--- config.mk ---
export PLATFORM = sky130hd
export DESIGN_NAME = mem_port_arbiter
export DESIGN_NICKNAME = d
export VERILOG_FILES = /design/src/rtl/mem_port_arbiter_pkg.sv /design/src/rtl/mem_port_arbiter.sv
export SDC_FILE = /design/constraint.sdc
export NUM_CORES = 1
export LEC_CHECK = 0
export BUFFER_PORTS_ARGS = -buffer_cell sky130_fd_sc_hd__buf_4
export CORE_MARGIN = 2
export CORE_UTILIZATION = 38
export CTS_CLUSTER_DIAMETER = 30
export DETAILED_ROUTE_END_ITERATION = 10
export HOLD_SLACK_MARGIN = 0.06
export PLACE_DENSITY = 0.82
export REMOVE_ABC_BUFFERS = 1
export SYNTH_ARGS = -nofsm -noshare
export SYNTH_HDL_FRONTEND = slang
export SYNTH_SLANG_ARGS = --single-unit
--- constraint.sdc ---
create_clock -name clk -period 2.5 [get_ports clk]
set_clock_uncertainty 0.2 [all_clocks]
set_input_delay 0.25 -clock clk [delete_from_list [all_inputs] [get_ports clk]]
set_output_delay 0.25 -clock clk [all_outputs]
set_load 0.01 [all_outputs]
--- src/rtl/mem_port_arbiter_pkg.sv ---
// Shared types and defaults for the two-port memory read arbiter.
// Holds the arbiter state encoding and default widths/lock limit.
package mem_port_arbiter_pkg;

    localparam int DEF_ADDR_W   = 8;
    localparam int DEF_DATA_W   = 8;
    localparam int DEF_MAX_LOCK = 4;

    typedef enum logic [1:0] {
        ARB  = 2'd0,
        OWN0 = 2'd1,
        OWN1 = 2'd2
    } arb_state_t;

endpackage

--- src/rtl/mem_port_arbiter.sv ---
// Two-requester read arbiter for a single synchronous memory port.
// Round-robin in ARB, short ownership locks for multi-byte fetches.
module mem_port_arbiter
    import mem_port_arbiter_pkg::*;
#(
    parameter int ADDR_W   = DEF_ADDR_W,
    parameter int DATA_W   = DEF_DATA_W,
    parameter int MAX_LOCK = DEF_MAX_LOCK
) (
    input  logic              clk,
    input  logic              reset,
    input  logic              req0,
    input  logic [ADDR_W-1:0] addr0,
    input  logic              lock0,
    input  logic              req1,
    input  logic [ADDR_W-1:0] addr1,
    input  logic              lock1,
    output logic              gnt0,
    output logic              gnt1,
    output logic              rvalid0,
    output logic              rvalid1,
    output logic [DATA_W-1:0] rdata0,
    output logic [DATA_W-1:0] rdata1,
    output logic              mem_en,
    output logic [ADDR_W-1:0] mem_addr,
    input  logic [DATA_W-1:0] mem_rdata
);

    localparam int CW = $clog2(MAX_LOCK + 1);

    arb_state_t  r_state;
    logic        r_prio;
    logic [CW-1:0] r_cnt;
    logic        r_vld;
    logic        r_tag;

    logic        w_g0;
    logic        w_g1;
    logic        w_en;
    logic        w_lock;
    logic [CW-1:0] w_cnt_nx;
    logic        w_hold;

    always_comb begin
        w_g0 = 1'b0;
        w_g1 = 1'b0;
        if (reset) begin
            case (r_state)
                ARB: begin
                    if (req0 && (!req1 || !r_prio))
                        w_g0 = 1'b1;
                    else if (req1)
                        w_g1 = 1'b1;
                end
                OWN0:    w_g0 = req0;
                OWN1:    w_g1 = req1;
                default: ;
            endcase
        end
    end

    assign w_en     = w_g0 | w_g1;
    assign w_lock   = w_g1 ? lock1 : lock0;
    assign w_cnt_nx = r_cnt + 1'b1;
    // Lock is only kept while the next count stays below the limit
    assign w_hold   = w_lock && (w_cnt_nx < CW'(MAX_LOCK));

    always_ff @(posedge clk) begin
        if (!reset) begin
            r_state <= ARB;
            r_prio  <= 1'b0;
            r_cnt   <= '0;
            r_vld   <= 1'b0;
            r_tag   <= 1'b0;
        end else begin
            r_vld <= w_en;
            r_tag <= w_g1;
            if (w_en) begin
                if (w_hold) begin
                    r_state <= w_g1 ? OWN1 : OWN0;
                    r_cnt   <= w_cnt_nx;
                end else begin
                    r_state <= ARB;
                    r_cnt   <= '0;
                    r_prio  <= w_g0;
                end
            end else if (r_state != ARB) begin
                r_state <= ARB;
                r_cnt   <= '0;
                r_prio  <= (r_state == OWN0);
            end
        end
    end

    assign gnt0     = w_g0;
    assign gnt1     = w_g1;
    assign mem_en   = w_en;
    assign mem_addr = w_g0 ? addr0 : (w_g1 ? addr1 : '0);

    // Masking with reset drops a read in flight when reset hits
    assign rvalid0  = r_vld & ~r_tag & reset;
    assign rvalid1  = r_vld & r_tag & reset;
    assign rdata0   = mem_rdata;
    assign rdata1   = mem_rdata;

endmodule

==> results.sh, run 1 <==
export IMPL_path_class="flip-flop to output port"
export IMPL_crit_family="simple AND/OR/NAND/NOR gates"
export IMPL_start_util=0.411
export IMPL_ant_nets=0
export IMPL_grt_use_total=0.148
export IMPL_area_growth_pct=26.7
export IMPL_synth_cell_types=28
export IMPL_cp_num_buf_inv=1
export IMPL_ys_async_sr_fraction=0
export IMPL_cts_tree="done"
export IMPL_synth_area_leaders="dfxtp_1 (25%), buf_4 (19%), a22o_1 (11%), nor3b_4 (5.9%), nor4b_4 (3.8%)"
export IMPL_synth_top_cell_area_share=0.253
export IMPL_cts_buffers=3
export IMPL_final_cell_count_no_fill=101
export IMPL_max_stage_delay_ns=0.42
export IMPL_clockRootBuffer="clkbuf_4"
export IMPL_gr_total_overflow=0
export IMPL_slowest_stage="dfxtp_1"
export IMPL_cts_setup_buffers=0
export IMPL_nNetsFinal=118
export IMPL_clk_latency_ns=0.25
export IMPL_finalWirelength_um=1390
export IMPL_cts_hold_repair_buffers=0
export IMPL_hold_path_depth=3
export IMPL_finalSetupViolCount=0
export IMPL_cts_sinks=8
export IMPL_cp_max_fo=9
export IMPL_route_detailed_drc=0
export IMPL_grt_pass1_wl_um=2210
export IMPL_syn_area_per_cell_um2=9.59
export IMPL_power_density_mw_per_mm2=425
export IMPL_synth_common_cells="buf_4 (16), a22o_1 (8), dfxtp_1 (8), nand2_1 (5), a21boi_0 (3)"
export IMPL_ff2ff_path_depth=5
export IMPL_finalSetupTns_ns=0
export IMPL_wl_per_cell_um=13.7
export IMPL_clock_fmax_mhz=507
export IMPL_clock_path_buffers=2
export IMPL_htree_levels=1
export IMPL_grt_antenna_before_repair=0
export IMPL_slew_violations=0
export IMPL_dr_pass1_iters=2
export IMPL_run_status="complete, no violations"
export IMPL_power_uw=341
export IMPL_grt_pass1_vias=521
export IMPL_nFillCells=156
export IMPL_die_x_um=44.8
export IMPL_clkSlewWorstSetupHoldPaths_ns=0.05
export IMPL_worstPathRequired_ns=2.05
export IMPL_placed_area_um2=779
export IMPL_final_area_um2=802
export IMPL_netlist_area_um2=633
export IMPL_drive_above_1_share=0.494
export IMPL_finalCritPeriodShare=0.789
export IMPL_gp_congestion=0.761
export IMPL_die_area_mm2=0.00201
export IMPL_ioPinCount=59
export IMPL_vias=559
export IMPL_hold_viol=0
export IMPL_start_kind="flip-flop"
export IMPL_first_iter_violations=3
export IMPL_whs_ns=0.111
export IMPL_ir_worst_vdd_mv=0.258
export IMPL_tightest_slew_ns=0.557
export IMPL_cp_depth=4
export IMPL_worstPathArrival_ns=1.52
export IMPL_core_rowCount=14
export IMPL_synth_top_cell_by_area="dfxtp_1"
export IMPL_grt_max_degree=16
export IMPL_yosysWarningCount=0
export IMPL_hp_class="input port to flip-flop"
export IMPL_place_inst=98
export IMPL_cts_resized=0
export IMPL_grt_setup_unrepaired="no"
export IMPL_syn_inst=66
export IMPL_cap_violations=0
export IMPL_die_height_um=44.8
export IMPL_core_area_mm2=0.00154
export IMPL_synth_flop_cell="dfxtp_1"
export IMPL_synth_edf_count=0
export IMPL_yosys_register_bits=8
export IMPL_layout_min_cycle_time_ns=1.97
export IMPL_via_per_inst=5.53
export IMPL_portBuffers=34
export IMPL_endpoint_kind="output port"
export IMPL_worstPathCellList="nand3b_1 -> and4_1 -> a22o_1 -> buf_4"
export IMPL_max_slew_margin=0.626
export IMPL_power_leakage_uw=0.000383
export IMPL_yosysMostFrequentCell="buf_4"
export IMPL_dpl_hpwl_um=1080
export IMPL_yosysSeqAreaShare=0.253
export IMPL_antenna_cells=0
[stage by stage]
step	utilization	setup WS, ns
global placement	0.506	0.828
global route	0.520	0.428
detailed placement	0.506	0.754
finish	0.520	0.527
floorplan	-	0.878
CTS	0.520	0.496
[state kept, by name, indices dropped and copies added (netlist names)]
register,cells
r_cnt,3
r_state,2
r_prio,1
r_vld,1
r_tag,1
[worst paths after layout]
check | startpoint | to | slack [ns]
setup / recovery | r_prio$_SDFFE_PN0P_ | mem_addr[2] | 0.53
hold / removal | lock1 | r_state[1]$_SDFFE_PN0P_ | 0.11
setup reg to reg | r_cnt[0]$_SDFFE_PN0P_ | r_prio$_SDFFE_PN0P_ | 0.76
hold reg to reg | r_cnt[1]$_SDFFE_PN0P_ | r_cnt[1]$_SDFFE_PN0P_ | 0.26
[metal layers]
layer  vias up  track usage  share of wire  wire [um]
li1        269            -              -          -
met1       235        0.138           0.33        457
met2        55        0.238           0.44        615
met3         0        0.112           0.23        316
met4         0       0.0706              0          0
met5         -            0              0          0
[layout by cell type, fill, tap and decap left out, drive strengths merged, types with 2 or more instances in the layout]
cell	n
buf	34
nand2b	2
nand2	5
nor3b	3
clkbuf	3
dfxtp	8
a22o	8
and3	2
a21boi	5
[kinds of logic after synthesis]
group / Yosys count / synth area share
buf+inv: 19 / 0.209
xor+xnor: 1 / 0.0138
simple gates: 18 / 0.263
fa+ha+maj: 1 / 0.0198
compound gates: 19 / 0.241
flops: 8 / 0.253
[cell type report]
type	instances	area [um^2]	share of cell area
Multi-Input combinational cell	39	340	0.424
Timing Repair Buffer	34	255	0.318
Sequential cell	8	160	0.200
Clock buffer	3	22.5	0.0281
Tap cell	16	20.0	0.0250
Inverter	1	3.75	0.00468
[where the power goes]
part	total, uW	switching [uW]	internal [uW]
clock network	97.0	42.2	54.8
registers	139	5.35	134
logic	104	43.8	60.5
total	341	91.3	249
[worst register-to-register path, stage by stage, from the launching register on]
cell and delay (ns):
dfxtp_1 0.34, ha_1 0.17, xor2_1 0.36, nor4b_4 0.11, o311ai_1 0.30, o41ai_1 0.12
(Power assumes the default switching activity.)
==> run 2, diff against run 1 <==
Settings changed: CORE_UTILIZATION 38 to 32, PLACE_DENSITY 0.82 to 0.74.
Clock period 2.5 ns to 1.65 ns, I/O delays scaled along.
==> results.sh, run 2 (same netlist as run 1, synthesis figures left out) <==
export IMPL_slew_violations=0
export IMPL_critPathMostFrequentCell="nor3b_4"
export IMPL_portBuffers=34
export IMPL_grt_pass1_wl_um=2660
export IMPL_cp_num_buf_inv=2
export IMPL_path_class="flip-flop to output port"
export IMPL_worstPathCellList="nor3b_4 -> nor3b_4 -> buf_6 -> a22o_1 -> buf_4"
export IMPL_worst_slack_ns=-0.0957
export IMPL_clkSlewWorstSetupHoldPaths_ns=0.06
export IMPL_worstReg2RegEnd="r_cnt[1]$_SDFFE_PN0P_"
export IMPL_power_leakage_uw=0.000455
export IMPL_violations="setup timing"
export IMPL_cts_buffers=3
export IMPL_power_uw=562
export IMPL_first_iter_violations=3
export IMPL_wl_per_cell_um=13.3
export IMPL_holdPathEnd="r_prio$_SDFFE_PN0P_"
export IMPL_crit_family="flip-flops"
export IMPL_ioPinCount=59
export IMPL_max_slew_margin=0.802
export IMPL_die_area_mm2=0.00235
export IMPL_clock_path_buffers=2
export IMPL_largestRegisters="r_cnt: 3 flops, r_state: 2 flops"
export IMPL_area_growth_pct=54.7
export IMPL_die_height_um=48.5
export IMPL_dr_pass1_iters=2
export IMPL_max_stage_delay_ns=0.34
export IMPL_antenna_cells=0
export IMPL_finalCritPeriodShare=1.06
export IMPL_min_from="reset"
export IMPL_grt_setup_unrepaired="yes"
export IMPL_vias=618
export IMPL_ir_worst_vdd_mv=0.347
export IMPL_hp_class="input port to flip-flop"
export IMPL_final_common_cell="buf_4"
export IMPL_nNetsFinal=132
export IMPL_worstPathArrival_ns=1.38
export IMPL_power_density_mw_per_mm2=574
export IMPL_slowest_stage="dfxtp_2"
export IMPL_endpoint_kind="output port"
export IMPL_grt_max_degree=12
export IMPL_htree_levels=1
export IMPL_finalWirelength_um=1680
export IMPL_r2r_setup_slack_ns=0.01
export IMPL_tightest_slew_ns=0.296
export IMPL_finalSetupViolCount=8
export IMPL_nFillCells=172
export IMPL_layout_min_cycle_time_ns=1.75
export IMPL_worstPathRequired_ns=1.28
export IMPL_start_kind="flip-flop"
export IMPL_die_x_um=48.5
export IMPL_gr_total_overflow=0
export IMPL_rr_startpoint="r_cnt[0]$_SDFFE_PN0P_"
export IMPL_cts_tree="done"
export IMPL_grt_antenna_before_repair=0
export IMPL_start_util=0.329
export IMPL_ant_nets=0
export IMPL_hold_path_depth=3
export IMPL_gp_congestion=0.705
export IMPL_cp_max_fo=5
export IMPL_grt_pass1_vias=633
export IMPL_core_rowCount=16
export IMPL_finalSetupTns_ns=-0.738
export IMPL_route_detailed_drc=0
export IMPL_clock_fmax_mhz=573
export IMPL_layout_cells_most_common_list="buf_4 (43), a22o_1 (8), nand2_1 (5), dfxtp_2 (5)"
export IMPL_clockRootBuffer="clkbuf_4"
export IMPL_via_per_inst=4.90
export IMPL_largest_register="r_cnt"
export IMPL_hold_viol=0
export IMPL_drive_above_1_share=0.626
export IMPL_cap_violations=0
export IMPL_core_area_mm2=0.00192
export IMPL_grt_use_total=0.144
export IMPL_run_status="finished with violations"
export IMPL_clk_latency_ns=0.26
export IMPL_cts_sinks=8
export IMPL_ff2ff_path_depth=6
export IMPL_largest_reg_flops=3
## run 2: how the worst max path moves through the flow
stage,depth (start not counted),slack [ns],end,from
finish,5,-0.1,mem_addr[1],r_state[1]$_SDFFE_PN0P_
global placement,7,-0.04,r_cnt[1]$_SDFFE_PN0P_,r_cnt[0]$_SDFFE_PN0P_
floorplan,5,0.03,r_prio$_SDFFE_PN0P_,r_cnt[0]$_SDFFE_PN0P_
detailed placement,7,-0.07,r_cnt[1]$_SDFFE_PN0P_,r_cnt[0]$_SDFFE_PN0P_
global route,5,-0.13,mem_addr[1],r_state[1]$_SDFFE_PN0P_
CTS,5,-0.1,mem_addr[3],r_state[1]$_SDFFE_PN0P_
## run 2: area by class of cell
class / count / area, um^2 / area share
Tap cell: 27 / 33.8 / 0.0345
Inverter: 1 / 3.75 / 0.00383
Multi-Input combinational cell: 39 / 378 / 0.386
Sequential cell: 8 / 166 / 0.170
Clock buffer: 3 / 22.5 / 0.0230
Timing Repair Buffer: 48 / 375 / 0.383
## run 2: timing repair
item,CTS,global route
setup endpoints to repair,13,13
resized for setup,5,9
endpoints found under the hold margin,4,0
pin swaps,5,4
buffers inserted,4,2
cloned,0,1
hold buffers,3,0
## run 2: per-layer routing
layer	wire length, um	up-vias	global-route usage
li1	-	292	-
met1	572	269	0.119
met2	808	54	0.252
met3	275	3	0.114
met4	21	0	0.0571
met5	0	-	0
## run 2: through the flow
stage	utilization	setup slack, ns	std cells	area, um^2	hold slack (ns)
2_1_floorplan	-	0.0281	48	504	0.118
3_3_place_gp	0.432	-0.0372	114	831	0.130
3_5_place_dp	0.432	-0.0702	114	831	0.130
4_1_cts	0.478	-0.0990	123	918	0.0650
5_1_grt	0.510	-0.134	126	980	0.0963
6_report	0.510	-0.0957	126	980	0.0666
## run 2: report_power, final
group | leakage (uW) | switching (uW) | internal [uW] | total, uW
logic | 0.000374 | 75.7 | 121 | 197
clock network | 0.0000138 | 68.2 | 83.3 | 152
registers | 0.0000677 | 9.52 | 204 | 214
## run 2: worst min-delay path, stage by stage
cell and delay [ns]:
buf_4 0.15, o211ai_1 0.10, o41ai_1 0.07
==> run 3, diff against run 2 <==
Settings changed: CORE_UTILIZATION 32 to 34, CTS_BUF_LIST set to sky130_fd_sc_hd__clkbuf_8, PLACE_DENSITY 0.74 to 0.78.
==> results.sh, run 3 (same netlist as run 1, synthesis figures left out) <==
export IMPL_hp_class="input port to flip-flop"
export IMPL_gr_total_overflow=0
export IMPL_power_leakage_uw=0.000440
export IMPL_finalCritPeriodShare=1.03
export IMPL_largest_reg_flops=3
export IMPL_worstPathArrival_ns=1.33
export IMPL_clockRootBuffer="clkbuf_8"
export IMPL_crit_start="r_state[1]$_SDFFE_PN0P_"
export IMPL_clkSlewWorstSetupHoldPaths_ns=0.04
export IMPL_crit_family="flip-flops"
export IMPL_dpl_hpwl_um=1240
export IMPL_clock_path_buffers=2
export IMPL_dr_pass1_iters=2
export IMPL_start_util=0.363
export IMPL_nNetsFinal=127
export IMPL_power_density_mw_per_mm2=664
export IMPL_tightest_slew_ns=0.266
export IMPL_cts_tree="done"
export IMPL_largest_register="r_cnt"
export IMPL_grt_setup_unrepaired="yes"
export IMPL_grt_antenna_before_repair=0
export IMPL_finalSetupViolCount=9
export IMPL_clk_latency_ns=0.23
export IMPL_grtUsageMet3=0.112
export IMPL_whs_ns=0.0753
export IMPL_route_detailed_drc=0
export IMPL_place_ws_ns=-0.0868
export IMPL_die_area_mm2=0.00222
export IMPL_first_iter_violations=2
export IMPL_busiest_layer="met2"
export IMPL_grt_pass1_vias=550
export IMPL_core_area_mm2=0.00175
export IMPL_area_growth_pct=49.0
export IMPL_ioPinCount=59
export IMPL_largestRegisters="r_cnt: 3 flops, r_state: 2 flops"
export IMPL_drive_above_1_share=0.628
export IMPL_clock_fmax_mhz=589
export IMPL_ant_nets=0
export IMPL_worst_slack_ns=-0.0466
export IMPL_min_from="reset"
export IMPL_nFillCells=174
export IMPL_wl_per_cell_um=12.9
export IMPL_slowest_stage="dfxtp_2"
export IMPL_use_met1=0.104
export IMPL_grt_use_total=0.139
export IMPL_final_common_cell="buf_4"
export IMPL_start_kind="flip-flop"
export IMPL_vias=606
export IMPL_htree_levels=1
export IMPL_slew_violations=0
export IMPL_max_stage_delay_ns=0.34
export IMPL_placed_area_um2=821
export IMPL_layout_cells_most_common_list="buf_4 (42), a22o_1 (8), nand2_1 (5), dfxtp_2 (5)"
export IMPL_portBuffers=34
export IMPL_worstPathRequired_ns=1.28
export IMPL_layout_min_cycle_time_ns=1.70
export IMPL_grt_pass1_wl_um=2180
export IMPL_finalWirelength_um=1530
export IMPL_worstPathCellList="nor3b_4 -> nor3b_4 -> buf_4 -> a22o_1 -> buf_4"
export IMPL_final_area_um2=943
export IMPL_grt_max_degree=16
export IMPL_hold_viol=0
export IMPL_cts_sinks=8
export IMPL_met2_usage=0.260
export IMPL_violations="setup timing"
export IMPL_via_per_inst=5.09
export IMPL_gp_congestion=0.710
export IMPL_cp_num_buf_inv=2
export IMPL_core_rowCount=15
export IMPL_cap_violations=0
export IMPL_path_class="flip-flop to output port"
export IMPL_ir_worst_vdd_mv=0.450
export IMPL_die_x_um=47.2
export IMPL_max_slew_margin=0.821
export IMPL_antenna_cells=0
export IMPL_cts_buffers=3
export IMPL_run_status="finished with violations"
export IMPL_cp_max_fo=4
export IMPL_rr_startpoint="r_cnt[0]$_SDFFE_PN0P_"
export IMPL_endpoint_kind="output port"
export IMPL_die_height_um=47.2
run 3: cell count changes in the layout (fill, tap and decap cells not counted):
| cell | previous run | this run |
|---|---|---|
| clkbuf_4 | 3 | 0 |
| clkbuf_8 | 0 | 3 |
| dlygate4sd3_1 | 3 | 0 |
| buf_4 | 43 | 42 |
| buf_6 | 2 | 1 |
| o21ai_1 | 0 | 1 |
| o21ai_2 | 1 | 0 |
run 3: area by class of cell:
cell class	count	area [um^2]	area share
multi-input combinational	39	374	0.397
timing repair buffer	43	327	0.346
sequential	8	166	0.176
clock buffer	3	41.3	0.0438
tap	25	31.3	0.0332
inverter	1	3.75	0.00398
run 3: repair_timing:
action	in CTS	in global routing
endpoints found under the hold margin	0	0
cloned	0	0
gates resized for setup	7	5
pin swaps	7	1
setup buffers	6	0
hold buffers	0	0
endpoints found under the setup margin	13	11
run 3: through the flow:
step           TNS (ns)   util  power, uW  std cells
2_1_floorplan         0      -        290         48
3_3_place_gp    -0.0562  0.470        378        111
6_report         -0.263  0.541        626        119
5_1_grt          -0.708  0.541        663        119
4_1_cts          -0.365  0.527        632        120
3_5_place_dp     -0.130  0.470        382        111
run 3: per-layer routing:
layer	share of wire	vias up
li1	-	283
met1	0.33	270
met2	0.49	53
met3	0.17	0
met4	0	0
met5	0	-
run 3: worst paths after layout:
kind | slack (ns) | cells past startpoint | end
worst max-delay path | -0.05 | 5 | mem_addr[7]
worst min-delay path | 0.08 | 2 | r_cnt[0]$_SDFFE_PN0P_
worst max register to register | 0 | 6 | r_prio$_SDFFE_PN0P_
worst min register to register | 0.27 | 2 | r_cnt[0]$_SDFFE_PN0P_
run 3: report_power, final:
group          leakage, uW  total (uW)  internal [uW]  switching (uW)
clock            0.0000216         230            158            72.6
sequential       0.0000677         215            205            9.30
combinational     0.000351         181            110            70.9
